<file path="config.mk">
export PLATFORM = sky130hd
export DESIGN_NAME = fetch_stage
export DESIGN_NICKNAME = d
export VERILOG_FILES = /design/src/rtl/fetch_stage.sv
export SDC_FILE = /design/constraint.sdc
export NUM_CORES = 1
export LEC_CHECK = 0
export CORE_ASPECT_RATIO = 2
export CORE_MARGIN = 2
export CORE_UTILIZATION = 49
export DETAILED_ROUTE_END_ITERATION = 10
export PLACE_DENSITY_LB_ADDON = 0.12
export SLEW_MARGIN = 20
export SYNTH_ARGS = -nofsm -noshare
export SYNTH_HDL_FRONTEND = slang
export SYNTH_SLANG_ARGS = --single-unit
</file>
<file path="constraint.sdc">
create_clock -name clk -period 2.2 [get_ports clk]
set_input_delay 0.33 -clock clk [delete_from_list [all_inputs] [get_ports clk]]
set_output_delay 0.33 -clock clk [all_outputs]
set_load 0.02 [all_outputs]
</file>
<file path="src/rtl/fetch_stage.sv">
// Instruction fetch stage: PC register, level-request imem handshake,
// one-entry skid buffer and registered IF/ID outputs.
module fetch_stage #(
    parameter logic [31:0] RESET_PC = 32'h0000_0000
) (
    input  logic        clk,
    input  logic        reset,
    input  logic        stall,
    input  logic        branchTaken,
    input  logic [31:0] branchTarget,
    output logic        imem_req,
    output logic [31:0] imem_addr,
    input  logic        imem_ready,
    input  logic [31:0] imem_data,
    output logic [4:0]  next_opCode,
    output logic [31:0] next_instr,
    output logic [31:0] next_pcPlus4,
    output logic        if_valid
);

    typedef enum logic {FETCH, SKID} state_t;

    state_t      state, state_nxt;
    logic [31:0] pc, pc_nxt;
    logic [31:0] instr, instr_nxt;
    logic [31:0] pc4, pc4_nxt;
    logic        valid, valid_nxt;
    logic [31:0] skid_instr, skid_instr_nxt;
    logic [31:0] skid_pc4, skid_pc4_nxt;
    logic [31:0] pc_inc;

    assign pc_inc = pc + 32'd4;

    always_ff @(posedge clk) begin
        if (reset) begin
            state      <= FETCH;
            pc         <= RESET_PC;
            instr      <= '0;
            pc4        <= '0;
            valid      <= 1'b0;
            skid_instr <= '0;
            skid_pc4   <= '0;
        end else begin
            state      <= state_nxt;
            pc         <= pc_nxt;
            instr      <= instr_nxt;
            pc4        <= pc4_nxt;
            valid      <= valid_nxt;
            skid_instr <= skid_instr_nxt;
            skid_pc4   <= skid_pc4_nxt;
        end
    end

    always_comb begin
        state_nxt      = state;
        pc_nxt         = pc;
        instr_nxt      = instr;
        pc4_nxt        = pc4;
        valid_nxt      = valid;
        skid_instr_nxt = skid_instr;
        skid_pc4_nxt   = skid_pc4;
        if (branchTaken) begin
            // Redirect outranks stall and drops any in-flight return.
            state_nxt      = FETCH;
            pc_nxt         = {branchTarget[31:2], 2'b00};
            instr_nxt      = '0;
            pc4_nxt        = '0;
            valid_nxt      = 1'b0;
            skid_instr_nxt = '0;
            skid_pc4_nxt   = '0;
        end else begin
            unique case (state)
                FETCH: begin
                    if (imem_ready) begin
                        pc_nxt = pc_inc;
                        if (stall) begin
                            skid_instr_nxt = imem_data;
                            skid_pc4_nxt   = pc_inc;
                            state_nxt      = SKID;
                        end else begin
                            instr_nxt = imem_data;
                            pc4_nxt   = pc_inc;
                            valid_nxt = 1'b1;
                        end
                    end else if (!stall) begin
                        instr_nxt = '0;
                        pc4_nxt   = '0;
                        valid_nxt = 1'b0;
                    end
                end
                SKID: begin
                    if (!stall) begin
                        instr_nxt      = skid_instr;
                        pc4_nxt        = skid_pc4;
                        valid_nxt      = 1'b1;
                        skid_instr_nxt = '0;
                        skid_pc4_nxt   = '0;
                        state_nxt      = FETCH;
                    end
                end
            endcase
        end
    end

    assign imem_req     = (state == FETCH);
    assign imem_addr    = pc;
    assign next_instr   = instr;
    assign next_opCode  = instr[31:27];
    assign next_pcPlus4 = pc4;
    assign if_valid     = valid;

endmodule
</file>
# After elaboration in Yosys (flattened, before gate mapping)
# Index checks and enable logic that the tools add are counted.
[totals] register_bits=162 inputBits=69 output_inout_bits=103
[classes] bitwise_logic=1 eq_ne=6 n_mux=25 n_reduce_logical=6 add_sub_neg=1
[op_table] operator="$mux 32" count=14
[op_table] operator="$pmux 32 s2" count=4
[op_table] operator="$add 32x3->32 const B" count=1
[op_table] operator="$ne 2x2->1 const B" count=4
[op_table] operator="$reduce_and 2->1" count=3
[op_table] operator="$mux 1" count=5
[op_table] operator="$pmux 1 s2" count=2
[op_table] operator="$ne 3x2->1 const B" count=1
[op_table] operator="$reduce_and 3->1" count=1
[op_table] operator="$ne 2x1->1 const B" count=1
[op_table] operator="$reduce_bool 2->1" count=1
[op_table] operator="$reduce_or 2->1" count=1
[op_table] operator="$not 1->1" count=1

# Depth between registers and ports, before layout
[depth] word_depth=4 mapped_depth=8 mapped_depth_nobuf=6

# Worst setup path after synthesis
# Ideal clock, no wire load.
[synth_path] path_type="reg2reg" from="register pc[2] (netlist: imem_addr[2])" to="register pc[30] (netlist: imem_addr[30])" setup_slack_ns=0.259 path_stages_with_launch=7 t_arrival_ns=1.827 setup_ns=0.115 t_required_ns=2.085 path_cell_list="dfxtp_1 > ha_1 > nand3_2 > nor4_4 > nand4_1 > xnor2_1 > o21a_1"
[synth_between] elab_chain_cells=4
[synth_lines] element="start: declaration" line="24" text="logic [31:0] pc, pc_nxt;"
[synth_lines] element="start signal: assignment" line="45" text="pc <= pc_nxt;"
[synth_lines] element="$add 32x3->32" line="32" text="assign pc_inc = pc + 32'd4;"
[synth_lines] element="$mux 32" line="74" text="if (imem_ready) begin"
[synth_lines] element="$mux 32" line="72" text="unique case (state)"
[synth_lines] element="$mux 32" line="62" text="if (branchTaken) begin"
# Every way passes these cells. The select of a mux whose other input is x is not followed.
# A chain may end at the register's enable or synchronous reset.

# Final worst setup path
[layout_path] from="register state" to="output imem_req"
[layout_between] elab_chain_cells=1
[layout_lines] element="start: declaration" line="23" text="state_t state, state_nxt;"
[layout_lines] element="start signal: assignment" line="44" text="state <= state_nxt;"
[layout_lines] element="$not 1->1 (no source line)"
[layout_lines] element="end: declaration" line="11" text="output logic imem_req,"
# Every way passes these cells.

==> reports/results.txt <==
For the clock tree buffer depth, the log shows 2. Largest vdd supply drop: 0.5169 mV. Yosys instantiated no cell more often than sky130_fd_sc_hd__dfxtp_1.

Global routing used 28.02% of the available tracks across all layers. The growth of design area from synthesis to finish works out to 38.25%. The signal on the critical path passes through buf_4 > inv_1 > clkdlybuf4s50_1.

For the max-slew violation count, the log shows 0. The horizontal die dimension is 87.67 µm, and the H-tree level count is 4. The number of DRC markers after the initial detailed-route iteration was 314. The tools report the number of sinks driven by the clock tree as 156. The run finished with clean final reports. The post-place setup slack is -166.4 ps.

The overall die height works out to 171.3 µm. By count the netlist is led by sky130_fd_sc_hd__dfxtp_1 (156), sky130_fd_sc_hd__nor2_1 (84), sky130_fd_sc_hd__nand2_1 (72). Clock tree root driver cell: sky130_fd_sc_hd__clkbuf_16. The sequential cells in the finished layout cover a total of 3124 µm². Detailed routing placed a total of 11.79 mm of wire on met2. The number of setup buffers added after CTS is 0. For the final database, setup skew stands at 16.27 ps. The combined area of all synthesized cells was 6860 µm²; the sequential area share after synthesis was 45.52%. After synthesis the netlist holds a flip-flop and latch count of 156. The smallest clock period supported by the final layout is computed as 2089 ps. Timing would allow up to 478.6 MHz. Actual transition at the worst max-transition pin: 837.6 ps.

The die covers 15020 µm². Power comes to 0.006849 W. Setup repair after global routing left no endpoint under its margin.

The routed metal-1 wire length is 7.104 mm. The fill cell instance count of the final layout came out at 1147. The placeable core area is 13810 µm², and the overall via count from detail_route is 6645. Summed over all layers, the routed wires come to 21.16 mm. Max-cap violations in this run came to 0. The first detailed-routing pass ran for 6 iterations.

The largest single stage delay on the critical path is 640 ps. The first global-routing pass estimated 32.52 mm of wire. The initial antenna violation count was 0. The tools report the cell count after synthesis as 800. The largest net degree at the start of global routing is 59, and the count of boundary I/O pins is 172. The antenna cell count was 0. The quantity of gates resized following cts is 0, and the post-route fraction of the period consumed by the critical path is 94.97%. Of all nets on the critical path, the largest fanout is 22. The area fraction of the dominant cell type after synthesis came out at 45.52%.

Signal routing reaches up to met4. TritonCTS built the clock tree. Each instance of the synthesized netlist takes up on average 8.575 µm². Counting flops with a built-in enable in the synthesized netlist gives 0. The number of nets with antenna violations after detailed routing is 0, and the clock insertion delay at the later pin of the skew report is 430 ps. In this design, the largest share of critical-path delay is due to buffers and inverters. The data required time at the worst endpoint was 1870 ps.

Setup violations remaining at the end of the flow were counted as 0. Buffer and inverter count on the worst path: 3. The tools report the utilization of the core after routing as 68.65%.

The routed length on met3 is 1.017 mm. For the final routed database, the setup TNS stands at 0 ps. In the final routed layout, each cell accounts on average for 18.05 µm.

Summed over all instances, the cell type with the most area after synthesis is sky130_fd_sc_hd__dfxtp_1. For this run, design rule violations remaining after detail routing come to 0. Row generation in the floorplan step produced 61 rows. The tools report the kind of capture point of the worst setup path as an output pin. The type of the worst setup path is flop to output pin. In this run the tightest slew margin relative to its limit is 44.10%. The tools report the startpoint class of the critical path as a flop. Clock slew at the register clock pins of the worst setup and hold paths: 70 ps. Yosys printed 0 warnings.

Summing all multi-input logic gate instances after layout gives 3358 µm². The logs give 1040 for the count of nets after finishing and 15.46 mm for the detailed-placement wirelength estimate. The share of post-route cells with drive strength above 1 was 11.29%. The final worst-path setup slack is 110.7 ps, and the hold buffer count at CTS is 0. By area the synthesized netlist is led by sky130_fd_sc_hd__dfxtp_1 (46%), sky130_fd_sc_hd__a22oi_1 (6.1%), sky130_fd_sc_hd__nor2_1 (4.6%). The most instantiated flip-flop cell in the synthesis netlist was sky130_fd_sc_hd__dfxtp_1. The starting density of the core is 49.66%.

At the end of routability-driven placement, the weighted congestion stood at 0.8868. The tools report the number of global-route vias before repair as 6537. The number of clock buffers added by TritonCTS is 17. The slowest stage of the critical path belongs to the cell sky130_fd_sc_hd__clkdlybuf4s50_1.

In the routed layout, each cell is associated on average with a via count of 5.670. Data arrives at the worst endpoint at 1760 ps. Hold violation count in the final report: 0. The number of buffers added on ports was 165; the unique cell type count in the Yosys netlist was 44. The tools report the remaining global-route overflow as 0. The tightest min-delay check is of the input pin to flop type.

The areal power density over the cells came out at 722.2 nW/µm². The share of flip-flops with an asynchronous set or reset is 0%. For this design the static power due to leakage is 3.448 nW.
## layout make-up
cell class / count / area share, %
Tap cell: 189 / 2.493
Multi-Input combinational cell: 551 / 35.41
Sequential cell: 156 / 32.94
Clock buffer: 17 / 4.485
Inverter: 22 / 0.8707
Clock inverter: 15 / 1.979
Timing Repair Buffer: 222 / 21.82
## per-stage QoR
stage,instances,cell area [µm²],hold WS (ps)
after floorplan,803,6872,424.9
after global placement,1140,8864,435.7
after detailed placement,1140,8864,442.1
after CTS,1172,9477,389.7
after global routing,1172,9484,411.9
final,1172,9484,412.8
## report_power, final
group          total, W  switching [W]  internal [W]
logic          0.000895       0.000480      0.000415
clock network   0.00297        0.00142       0.00156
registers       0.00298      0.0000742       0.00291
## worst paths after layout
path / from / endpoint / slack (ps) / cells past startpoint
worst max-delay path: state / imem_req / 110 / 3
worst min register to register: skid_pc4[14] / skid_pc4[14] / 450 / 2
worst min-delay path: branchTaken / imem_addr[25] / 410 / 4
worst max register to register: imem_addr[2] / imem_addr[12] / 150 / 7
## metal layers
| metal | GRT usage (%) | vias to the layer above |
|---|---|---|
| met2 | 52.77 | 252 |
| met1 | 26.87 | 3189 |
| met3 | 5.182 | 55 |
| li1 | - | 3149 |
| met4 | 17.32 | 0 |
| met5 | 0 | - |
## logic make-up after synthesis
logic type               count (synthesis)  share of synthesized area, %
AO/OA/AOI/OAI                          238                         22.49
XOR/XNOR                                52                         6.639
adder cells (fa/ha/maj)                  1                        0.1824
buffers and inverters                   96                         6.055
flip-flops                             156                         45.52
multiplexers                             5                        0.7296
other                                    1                       0.05466
AND/OR/NAND/NOR                        251                         18.33
## worst reg2reg max path: stages, from the launching register on
cell,delay [ps]
sky130_fd_sc_hd__dfxtp_1,340
sky130_fd_sc_hd__ha_1,260
sky130_fd_sc_hd__nand3_2,200
sky130_fd_sc_hd__buf_4,220
sky130_fd_sc_hd__nor4_1,540
sky130_fd_sc_hd__xnor2_1,190
sky130_fd_sc_hd__o21ai_1,70
sky130_fd_sc_hd__nor2b_1,140
## registers in the layout, summed over array words and instances (netlist names)
register,cells
if_valid,1
state,1
imem_addr,30
skid_pc4,30
next_instr,32
skid_instr,32
next_pcPlus4,30
## placed cells by master (no fill, tap or decap), types with 4 or more instances in the layout
| master | instances |
|---|---|
| sky130_fd_sc_hd__nor3_1 | 11 |
| sky130_fd_sc_hd__nor4_1 | 4 |
| sky130_fd_sc_hd__o21ai_1 | 25 |
| sky130_fd_sc_hd__nor4_2 | 4 |
| sky130_fd_sc_hd__conb_1 | 4 |
| sky130_fd_sc_hd__inv_8 | 5 |
| sky130_fd_sc_hd__a22o_1 | 15 |
| sky130_fd_sc_hd__nand4_1 | 16 |
| sky130_fd_sc_hd__dfxtp_1 | 155 |
| sky130_fd_sc_hd__o21a_1 | 16 |
| sky130_fd_sc_hd__mux2i_1 | 5 |
| sky130_fd_sc_hd__clkdlybuf4s50_1 | 163 |
| sky130_fd_sc_hd__a221oi_1 | 4 |
| sky130_fd_sc_hd__a21oi_1 | 49 |
| sky130_fd_sc_hd__o21ai_0 | 51 |
| sky130_fd_sc_hd__xnor2_1 | 32 |
| sky130_fd_sc_hd__clkinv_8 | 4 |
| sky130_fd_sc_hd__nand2b_1 | 16 |
| sky130_fd_sc_hd__a221o_1 | 16 |
| sky130_fd_sc_hd__buf_4 | 57 |
| sky130_fd_sc_hd__a22oi_1 | 56 |
| sky130_fd_sc_hd__nand3_1 | 19 |
| sky130_fd_sc_hd__inv_1 | 21 |
| sky130_fd_sc_hd__nor2_1 | 84 |
| sky130_fd_sc_hd__nand2_1 | 72 |
| sky130_fd_sc_hd__clkbuf_16 | 17 |
| sky130_fd_sc_hd__nor2b_1 | 6 |
| sky130_fd_sc_hd__xor2_1 | 19 |
Note: power is estimated with default switching activity, not from simulation.
